<file path="config.mk">
export PLATFORM = sky130hd
export DESIGN_NAME = sbqm_queue_ctrl_flat
export DESIGN_NICKNAME = d
export VERILOG_FILES = /design/src/rtl/sbqm_queue_ctrl_if.sv /design/src/rtl/sbqm_queue_ctrl.sv /design/src/flat_wrapper.sv
export SDC_FILE = /design/constraint.sdc
export NUM_CORES = 1
export LEC_CHECK = 0
export ABC_AREA = 1
export CAP_MARGIN = 25
export CORE_MARGIN = 3
export CORE_UTILIZATION = 60
export CTS_CLUSTER_SIZE = 14
export DETAILED_ROUTE_END_ITERATION = 7
export GPL_TIMING_DRIVEN = 0
export PLACE_DENSITY = 0.82
export RECOVER_POWER = 25
export SKIP_CTS_REPAIR_TIMING = 1
export SKIP_LAST_GASP = 1
export SYNTH_ARGS = -nofsm -noshare
export SYNTH_HDL_FRONTEND = slang
export SYNTH_SLANG_ARGS = --single-unit
</file>
<file path="constraint.sdc">
create_clock -name clk -period 13.2 [get_ports clk]
set_input_delay 1.98 -clock clk [delete_from_list [all_inputs] [get_ports clk]]
set_output_delay 1.98 -clock clk [all_outputs]
set_load 0.03 [all_outputs]
</file>
<file path="src/rtl/sbqm_queue_ctrl_if.sv">
// Photocell pulse / occupancy bus between the sensor side (master) and the
// Smart Bank Queue Manager queue controller (slave).
interface sbqm_queue_ctrl_if #(
  parameter int PW = 3,
  parameter int WW = 5
);
  logic          entry_pulse;
  logic          exit_pulse;
  logic [1:0]    tcount;
  logic [PW-1:0] pcount;
  logic          empty;
  logic          full;
  logic [WW-1:0] wtime;
  logic          ovf_err;
  logic          unf_err;

  modport master (
    output entry_pulse, exit_pulse, tcount,
    input  pcount, empty, full, wtime, ovf_err, unf_err
  );

  modport slave (
    input  entry_pulse, exit_pulse, tcount,
    output pcount, empty, full, wtime, ovf_err, unf_err
  );
endinterface

</file>
<file path="src/rtl/sbqm_queue_ctrl.sv">
// Queue controller: pairs photocell edge pulses into passes, tracks occupancy
// with full/empty flags and produces a registered estimated wait time.
module sbqm_queue_ctrl #(
  parameter int MAX_P = 7,
  parameter int PW    = 3,
  parameter int SVC_T = 3,
  parameter int WW    = 5
) (
  input  logic              clk,
  input  logic              rst,
  sbqm_queue_ctrl_if.slave  bus
);

  localparam logic [0:0] IDLE    = 1'b0;
  localparam logic [0:0] BLOCKED = 1'b1;

  localparam int              NW     = 16;
  localparam logic [PW-1:0]   PMAX   = PW'(MAX_P);
  localparam logic [NW-1:0]   W_SAT  = NW'((1 << WW) - 1);

  logic [0:0]    r_entry_st;
  logic [0:0]    r_exit_st;
  logic [PW-1:0] r_pcount;
  logic [WW-1:0] r_wtime;
  logic          r_ovf_err;
  logic          r_unf_err;

  logic          w_ev_in;
  logic          w_ev_out;
  logic [NW-1:0] w_num;
  logic [NW-1:0] w_quot;
  logic [WW-1:0] w_wtime;

  // A pass completes on the second edge pulse of a sensor (beam restored).
  assign w_ev_in  = bus.entry_pulse && (r_entry_st == BLOCKED);
  assign w_ev_out = bus.exit_pulse  && (r_exit_st  == BLOCKED);

  // NOTE: async reset clears every register here; sequential state uses
  // non-blocking assignments so all flops sample pre-edge values.
  always_ff @(posedge clk or negedge rst) begin
    if (!rst) begin
      r_entry_st <= IDLE;
      r_exit_st  <= IDLE;
      r_pcount   <= '0;
      r_ovf_err  <= 1'b0;
      r_unf_err  <= 1'b0;
      r_wtime    <= '0;
    end else begin
      if (bus.entry_pulse) r_entry_st <= ~r_entry_st;
      if (bus.exit_pulse)  r_exit_st  <= ~r_exit_st;

      r_ovf_err <= 1'b0;
      r_unf_err <= 1'b0;
      if (w_ev_in && !w_ev_out) begin
        if (r_pcount < PMAX) r_pcount  <= r_pcount + 1'b1;
        else                 r_ovf_err <= 1'b1;
      end else if (w_ev_out && !w_ev_in) begin
        if (r_pcount != '0)  r_pcount  <= r_pcount - 1'b1;
        else                 r_unf_err <= 1'b1;
      end

      r_wtime <= w_wtime;
    end
  end

  // Wait estimate: SVC_T*(p+t-1)/t with t in 1..3, so the divider is a
  // constant-divisor select rather than a general divider.
  assign w_num = (NW'(r_pcount) + NW'(bus.tcount) - NW'(1)) * NW'(SVC_T);

  // NOTE: every combinational output gets a default first so no latch is inferred.
  always_comb begin
    w_quot  = '0;
    w_wtime = '0;
    case (bus.tcount)
      2'd1:    w_quot = w_num;
      2'd2:    w_quot = w_num / NW'(2);
      2'd3:    w_quot = w_num / NW'(3);
      default: w_quot = W_SAT;
    endcase
    if (r_pcount == '0)     w_wtime = '0;
    else if (w_quot > W_SAT) w_wtime = W_SAT[WW-1:0];
    else                     w_wtime = w_quot[WW-1:0];
  end

  assign bus.pcount  = r_pcount;
  assign bus.empty   = (r_pcount == '0);
  assign bus.full    = (r_pcount == PMAX);
  assign bus.wtime   = r_wtime;
  assign bus.ovf_err = r_ovf_err;
  assign bus.unf_err = r_unf_err;

endmodule

</file>
<file path="src/flat_wrapper.sv">
// flat-port wrapper written by rule: the top's interface ports become plain ports
module sbqm_queue_ctrl_flat 
#(
  parameter int MAX_P = 7,
  parameter int PW    = 3,
  parameter int SVC_T = 3,
  parameter int WW    = 5
)
  (clk, rst, bus_entry_pulse, bus_exit_pulse, bus_tcount, bus_pcount, bus_empty, bus_full, bus_wtime, bus_ovf_err, bus_unf_err);
  sbqm_queue_ctrl_if #(.PW(PW), .WW(WW)) bus_i ();
  input  logic clk;
  input  logic rst;
  input wire logic [$bits(bus_i.entry_pulse)-1:0] bus_entry_pulse;
  input wire logic [$bits(bus_i.exit_pulse)-1:0] bus_exit_pulse;
  input wire logic [$bits(bus_i.tcount)-1:0] bus_tcount;
  output wire logic [$bits(bus_i.pcount)-1:0] bus_pcount;
  output wire logic [$bits(bus_i.empty)-1:0] bus_empty;
  output wire logic [$bits(bus_i.full)-1:0] bus_full;
  output wire logic [$bits(bus_i.wtime)-1:0] bus_wtime;
  output wire logic [$bits(bus_i.ovf_err)-1:0] bus_ovf_err;
  output wire logic [$bits(bus_i.unf_err)-1:0] bus_unf_err;
  assign bus_i.entry_pulse = bus_entry_pulse;
  assign bus_i.exit_pulse = bus_exit_pulse;
  assign bus_i.tcount = bus_tcount;
  assign bus_pcount = bus_i.pcount;
  assign bus_empty = bus_i.empty;
  assign bus_full = bus_i.full;
  assign bus_wtime = bus_i.wtime;
  assign bus_ovf_err = bus_i.ovf_err;
  assign bus_unf_err = bus_i.unf_err;
  sbqm_queue_ctrl #(.MAX_P(MAX_P), .PW(PW), .SVC_T(SVC_T), .WW(WW)) u_core (.clk(clk), .rst(rst), .bus(bus_i));
endmodule
</file>
# Word-level counts from Yosys, hierarchy flattened

Index checks and enable logic that the tools add are counted.

Bits in registers: 12
Bits in latches: 0
Memory bits (writable): 0
Bits in read-only memories: 0
Output and inout port bits: 12
Word-level logic and storage cells: 44
Memories kept: 0

Add/sub/neg operators: 4
Multipliers: 1
Div/mod/pow operators: 1
$lt $le $gt $ge: 2
Equality and inequality tests: 5
Shift-type cells: 0
Muxes and demuxes: 12
Bitwise gates (word level): 2
Reduce and logical (&&, ||, !) cells: 11

Operators with widths:

| operator              | number |
|---|---|
| $pmux 16 s3           | 1 |
| $div 16x2->16 const B | 1 |
| $gt 16x5->1 const B   | 1 |
| $mul 16x2->16 const B | 1 |
| $sub 16x1->16 const B | 1 |
| $mux 3                | 4 |
| $mux 5                | 2 |
| $mux 1                | 5 |
| $add 3x2->4           | 1 |
| $eq 2x2->1 const B    | 2 |
| $logic_and 1x1->1     | 4 |
| $reduce_bool 2->1     | 2 |
| $add 3x1->3 const B   | 1 |
| $eq 3x3->1 const B    | 1 |
| $logic_not 3->1       | 1 |
| $lt 3x3->1 const B    | 1 |
| $reduce_and 3->1      | 1 |
| $reduce_bool 3->1     | 1 |
| $sub 3x1->3 const B   | 1 |
| $eq 2x1->1 const B    | 1 |
| $logic_not 1->1       | 2 |
| $ne 2x2->1 const B    | 1 |
| $not 1->1             | 2 |

# Longest topological paths before layout

Gate-level depths: netlist of run 1.

Depth after elaboration: 8
Gate-level depth with buffers: 48
Mapped depth without buffers: 48

# Least setup slack after synthesis of run 1

Ideal clock, no wire load.

Path type: input port to flip-flop
From: input port bus_tcount[0]
To: register u_core.r_wtime[0], in the netlist u_core.bus.wtime[0]
Library setup time: 182 ps
Data arrival time: 6,987 ps
Data required time: 13,018 ps
Path slack: 6,031 ps
Stages on the path: 40
Path buffers: 0
Path through: ha_1 -> fa_1 -> inv_1 -> ha_1 -> xnor2_1 -> ha_1 -> nand2_1 -> nand2_2 -> nand3_2 -> o21ai_1 -> nor2_2 -> nor2_1 -> nand3_1 -> nand3_1 -> nand2_2 -> nand3_4 -> a21oi_4 -> nand3_4 -> [4 not listed] -> nand2_2 -> o211ai_1 -> nand2_2 -> nand2_1 -> nor2_1 -> nand2_2 -> xor2_2 -> ha_1 -> nor2_1 -> nand2_2 -> nor2_4 -> nand2_2 -> o21ai_0 -> nand3_1 -> nor2_1 -> nand2_1 -> nand2_1 -> a21oi_2

Cells in the longest elaborated chain, start to end: 8

Ends and longest elaborated chain:

| element               | line                  | source |
|---|---|---|
| from (decl)           | flat_wrapper.sv:15    | `input wire logic [$bits(bus_i.tcount)-1:0] bus_tcount;` |
| $add 3x2->4           | sbqm_queue_ctrl.sv:68 | `assign w_num = (NW'(r_pcount) + NW'(bus.tcount) - NW'(1)) * NW'(SVC_T);` |
| $sub 16x1->16         | sbqm_queue_ctrl.sv:68 |  |
| $mul 16x2->16         | sbqm_queue_ctrl.sv:68 |  |
| $div 16x2->16         | sbqm_queue_ctrl.sv:77 | `2'd3: w_quot = w_num / NW'(3);` |
| $pmux 16 s3 (*)       | sbqm_queue_ctrl.sv:74 | `case (bus.tcount)` |
| $gt 16x5->1           | sbqm_queue_ctrl.sv:81 | `else if (w_quot > W_SAT) w_wtime = W_SAT[WW-1:0];` |
| $mux 5 (*)            | sbqm_queue_ctrl.sv:81 |  |
| $mux 5 (*)            | sbqm_queue_ctrl.sv:80 | `if (r_pcount == '0) w_wtime = '0;` |
| via u_core.w_wtime[0] | sbqm_queue_ctrl.sv:32 | `logic [WW-1:0] w_wtime;` |
| to (signal assigned)  | sbqm_queue_ctrl.sv:62 | `r_wtime <= w_wtime;` |
| to (decl)             | sbqm_queue_ctrl.sv:24 | `logic [WW-1:0] r_wtime;` |

Mark *: on every way through the listed nets, which the timed path passes. The rest lies on a longest branch.
A chain may end at the register's enable or synchronous reset.

# Worst setup path in the final report of run 1

Ends and elaborated chain as after synthesis.

==> metrics, run 1 <==
status finished, final reports clean; reg2reg path depth 38; initial antenna violation count 0; RSZ-0062 raised after global routing false; TritonCTS buffer count 3; Sink Count 12; initial core utilization 0.6484; CP startpoint kind input port; Crit Path Max Fanout 9; row count 20; fillers 281; Unique masters post-synth 44; P&R area growth vs syn 12.21%; cell family with most CP delay simple AND/OR/NAND/NOR gates; prevailing post-synth register cell dfrtp_1; type of the worst setup path input port to flip-flop; Hold Path Class flip-flop to flip-flop; final non-filler cell total between 300 and 400; Antenna Cells 0; Worst path slowest cell fa_1; Pre-antenna DRT Iters 5; worst-skew pair later-pin latency 260 ps; Final nets 357; fin. max-slew vios 0; Min Clock Period, post-route 8390 ps; hold path endpoint u_core.r_entry_st; vias in the first global route around 1900; Post-synth EDFFs 0; Ys Warns 0; Tcrit/Tclk final 0.6356; Root Buffer clkbuf_4; slowest stage delay, CP 670 ps; Die Area 4114 um^2; area of the multi-input gates around 1500 um^2; Crit. path cell count 39; worst slew pin tran 764.0 ps; Finish-stage setup viols 0; final wirelength between 4000 and 5000 um; Post-Syn Area per Cell between 6 and 7 um^2; GPL Wtd Cong 0.8428; Fin Setup TNS 0 ps; Detailed Route Iter0 Violations 164; Critical Path Most Common Cell nand2_2; WL per Instance 11.52 um; hold path depth 1; I/O pins 18; R2R Path Start u_core.bus.pcount[0]; Setup crit end kind flip-flop; synthesized flop and latch total 12; Fin. Hold Viols 0; max-cap violations 0; commonest non-fill, non-tap cell in the layout nand2_1; layout cells sized above 1 0.1916; async set-reset flop share out of synthesis 1.000; post-route ant nets 0; vias per cell 5.598; Crit path arrival time 8510 ps; placed cells about 380; most frequent cells in the layout 62 x nand2_1, 39 x inv_1, 33 x nand3_1; core area 3128 um^2; Die X 64.14 um; Final HPWL DP 3641 um; via count 2116; reg-to-reg setup timing slack 6660 ps; TritonCTS clock tree yes; port bufs 17; Buffers & Inverters on Critical Path 3; fmax 119.2 MHz; FF-to-FF End u_core.bus.wtime[0]; Synth Cell Area 2028 um^2; Max-Slew Margin vs Limit 0.4867; clock-pin slew of the registers on the worst-case setup and hold paths 70 ps; register area 300.3 um^2; Worst Skew 2.636 ps; htree depth 1; gr ovfl total 0; largest net degree at the start of global routing 13; drt drc 0; maximum buffer depth of the clock tree 2; post-synthesis sequential area ratio 0.1481; Total GRT Usage 0.2283; WP data required about 13000 ps; die height ~64 um; hold path start u_core.r_entry_st; first-pass GRT wire length 7852 um; syn nets 335; Syn Inst Count 314
-- through the flow --
step	utilization	worst slack [ps]	area (um^2)	hold WS, ps
after global routing	0.7276	4114	2276	516.6
after floorplan	-	6031	2028	441.5
after global placement	0.7204	4676	2253	454.9
after CTS	0.7276	4839	2276	482.8
final	0.7276	4810	2276	480.5
after detailed placement	0.7204	4568	2253	461.4
-- synthesized netlist by cell type (2+ instances only) --
cell	count	area (um^2)
nand2_4	2	22.52
nand3_1	33	165.2
inv_1	39	146.4
nor3_1	3	15.01
a21oi_1	13	65.06
o22ai_1	3	18.77
o21ai_2	2	17.52
nand3_2	9	90.09
nor4_1	2	12.51
ha_1	12	150.1
fa_1	3	60.06
o21ai_1	3	15.01
inv_2	13	48.80
a211oi_1	4	30.03
o21ai_0	12	60.06
o211ai_1	2	15.01
nor2_2	2	12.51
nand4_2	2	25.02
nand4_1	4	25.02
o221ai_1	2	17.52
nor2_4	2	22.52
nand2_2	20	125.1
nand3_4	2	35.03
nor2_1	28	105.1
a31oi_1	3	18.77
dfrtp_1	12	300.3
xor2_1	3	26.28
nand2_1	62	232.7
xnor2_1	2	17.52
-- layout make-up --
cell class              count  area share
plain buffers               2    0.008246
clock buffers               3    0.009896
flip-flops and latches     12      0.1319
repair buffers             17     0.07477
multi-input cells         247      0.6636
inverters                  53     0.08741
well taps                  44     0.02419
-- flip-flops by register name, indices dropped and copies added (netlist names) --
register / cells
u_core.bus.wtime: 5
u_core.bus.pcount: 3
u_core.bus.ovf_err: 1
u_core.bus.unf_err: 1
u_core.r_entry_st: 1
u_core.r_exit_st: 1
-- how the worst max path moves through the flow --
stage	startpoint	to	slack (ps)
5_1_grt	bus_tcount[0]	u_core.bus.wtime[0]	4110
6_report	bus_tcount[0]	u_core.bus.wtime[0]	4810
2_1_floorplan	bus_tcount[0]	u_core.bus.wtime[0]	6030
3_3_place_gp	bus_tcount[0]	u_core.bus.wtime[0]	4680
3_5_place_dp	bus_tcount[0]	u_core.bus.wtime[0]	4570
4_1_cts	bus_tcount[0]	u_core.bus.wtime[0]	4840
-- cell families after synthesis --
group,after synthesis,synth area share
xor+xnor,6,0.02962
buf+inv,55,0.1073
mux,1,0.005552
simple gates,175,0.4510
compound gates,50,0.1549
fa+ha+maj,15,0.1036
flops,12,0.1481
-- per-layer routing --
layer  up-vias  share of wire  GRT usage
met4         0         0.0060    0.06332
met3         4          0.047    0.01054
met2        55           0.48     0.4052
li1       1085              -          -
met5         -              0          0
met1       972           0.47     0.2997
-- worst reg2reg max path: cells and delay by family, from the launching register on --
family,cells,cell delay (ps)
flops,1,480
fa+ha+maj,5,1800
buf+inv,2,240
simple gates,25,2910
xor+xnor,2,540
compound gates,4,400
Power of run 1 is left out: the tool's default activity adds up to more than one toggle a clock period on the data nets, which glitch-free logic cannot reach.
==> run 2: changes to the inputs <==
--- a/config.mk
+++ b/config.mk
@@ -8,11 +8,11 @@
 export ABC_AREA = 1
 export CAP_MARGIN = 25
 export CORE_MARGIN = 3
-export CORE_UTILIZATION = 60
+export CORE_UTILIZATION = 53
 export CTS_CLUSTER_SIZE = 14
 export DETAILED_ROUTE_END_ITERATION = 7
 export GPL_TIMING_DRIVEN = 0
-export PLACE_DENSITY = 0.82
+export PLACE_DENSITY = 0.76
 export RECOVER_POWER = 25
 export SKIP_CTS_REPAIR_TIMING = 1
 export SKIP_LAST_GASP = 1
==> constraint.sdc (replaced) <==
create_clock -name clk -period 7.1 [get_ports clk]
set_input_delay 1.065 -clock clk [delete_from_list [all_inputs] [get_ports clk]]
set_output_delay 1.065 -clock clk [all_outputs]
set_load 0.03 [all_outputs]
==> run 2 against run 1 <==
Worst setup slack worse by 4400 ps. Count of clock-buffer cells in the layout increased by 1. Via count shrank 2.1%. Cell count grew 1.6%. Critical path depth is 1 higher. Flip-flop and latch count stayed put. Design area grew 4.9%. Largest cell class unchanged.
==> metrics, run 2 (synthesized netlist as in run 1, its figures left out) <==
initial antenna violation count 0; layout cells sized above 1 0.2308; reg2reg path depth 39; post-route ant nets 0; gr ovfl total 0; status finished, final reports clean; area of the multi-input gates 1572 um^2; slowest stage delay, CP between 600 and 700 ps; first-pass GRT wire length 7790 um; Worst Skew 5.698 ps; clock-pin slew of the registers on the worst-case setup and hold paths 50 ps; commonest non-fill, non-tap cell in the layout nand2_1; hold path depth 1; max-cap violations 0; Tcrit/Tclk final 0.9364; cell family with most CP delay simple AND/OR/NAND/NOR gates; WL per Instance 11.97 um; Largest register FFs 5; drt drc 0; worst-skew pair later-pin latency 240 ps; Finish-stage setup viols 0; Sink Count 12; core area between 3000 and 4000 um^2; row count 21; register area 300.3 um^2; dpl ws -599.8 ps; Die Area 4605 um^2; FF-to-FF End u_core.bus.wtime[0]; P&R area growth vs syn 17.71%; setup slack after layout 451.5 ps; Crit Path Max Fanout 9; largest net degree at the start of global routing 13; Die X 67.86 um; Total GRT Usage 0.2145; fin. max-slew vios 0; CP startpoint kind input port; Crit path arrival time 6740 ps; most frequent cells in the layout 62 x nand2_1, 38 x inv_1, 33 x nand3_1; Detailed Route Iter0 Violations 159; maximum buffer depth of the clock tree 2; worst slew pin tran a little over 800 ps; initial core utilization 0.5760; type of the worst setup path input port to flip-flop; die height 67.86 um; hold path endpoint u_core.r_entry_st; vias in the first global route 1820; Hold Path Class flip-flop to flip-flop; htree depth 1; Setup crit end kind flip-flop; R2R Path Start u_core.bus.pcount[0]; WP data required 7190 ps; Max-Slew Margin vs Limit 0.4507; Final nets 360; port bufs 17; Pre-antenna DRT Iters 4; TritonCTS clock tree yes; TritonCTS buffer count 3; Fin. Hold Viols 0; Critical Path Most Common Cell nand2_2; final non-filler cell total 384; via count 2071; Min Clock Period, post-route between 6000 and 7000 ps; final wirelength 4595 um; fillers 329; fmax 150.4 MHz; vias per cell 5.393; Antenna Cells 0; Final HPWL DP 3581 um; reg-to-reg setup timing slack 950 ps; Buffers & Inverters on Critical Path 3; Root Buffer clkbuf_8; placed cells ~380; GPL Wtd Cong 0.8277; Worst path slowest cell fa_2; hold path start u_core.r_entry_st; I/O pins 18
[run 2: changes by cell type in the layout (fill, tap and decap cells not counted), sizes merged]
| cell | change |
|---|---|
| dlygate4sd3 | +1 |
| clkbuf | +3 |
| clkdlybuf4s50 | -3 |
| buf | +3 |
[run 2: cell type report]
| cell class | count | area share |
|---|---|---|
| Inverter | 53 | 0.08438 |
| Tap cell | 46 | 0.02411 |
| Timing Repair Buffer | 20 | 0.07652 |
| Multi-Input combinational cell | 247 | 0.6583 |
| Buffer | 2 | 0.007862 |
| Clock buffer | 4 | 0.02306 |
| Sequential cell | 12 | 0.1258 |
[run 2: metal layers]
layer,vias to the layer above,part of all wire,track usage
li1,1095,-,-
met1,929,0.48,0.2918
met2,40,0.47,0.3609
met3,7,0.036,0.01478
met4,0,0.012,0.06948
met5,-,0,0
[run 2: worst max path at each step]
stage             startpoint             endpoint  slack [ps]  cells past startpoint
6_report       bus_tcount[0]  u_core.bus.wtime[0]         450                     40
5_1_grt        bus_tcount[0]  u_core.bus.wtime[0]         -80                     42
4_1_cts        bus_tcount[0]  u_core.bus.wtime[0]        -360                     39
3_5_place_dp   bus_tcount[0]  u_core.bus.wtime[0]        -600                     39
3_3_place_gp   bus_tcount[0]  u_core.bus.wtime[0]        -540                     39
2_1_floorplan  bus_tcount[0]  u_core.bus.wtime[0]         850                     40
[run 2: through the flow]
step	hold WS [ps]	area, um^2	utilization	TNS, ps
after floorplan	441.5	2028	-	0
after global placement	454.7	2256	0.6407	-764.2
after detailed placement	458.6	2256	0.6407	-872.9
after CTS	466.3	2311	0.6564	-413.6
after global routing	482.9	2387	0.6780	-78.58
final	465.9	2387	0.6780	0
Power of run 2 is left out for the same reason.
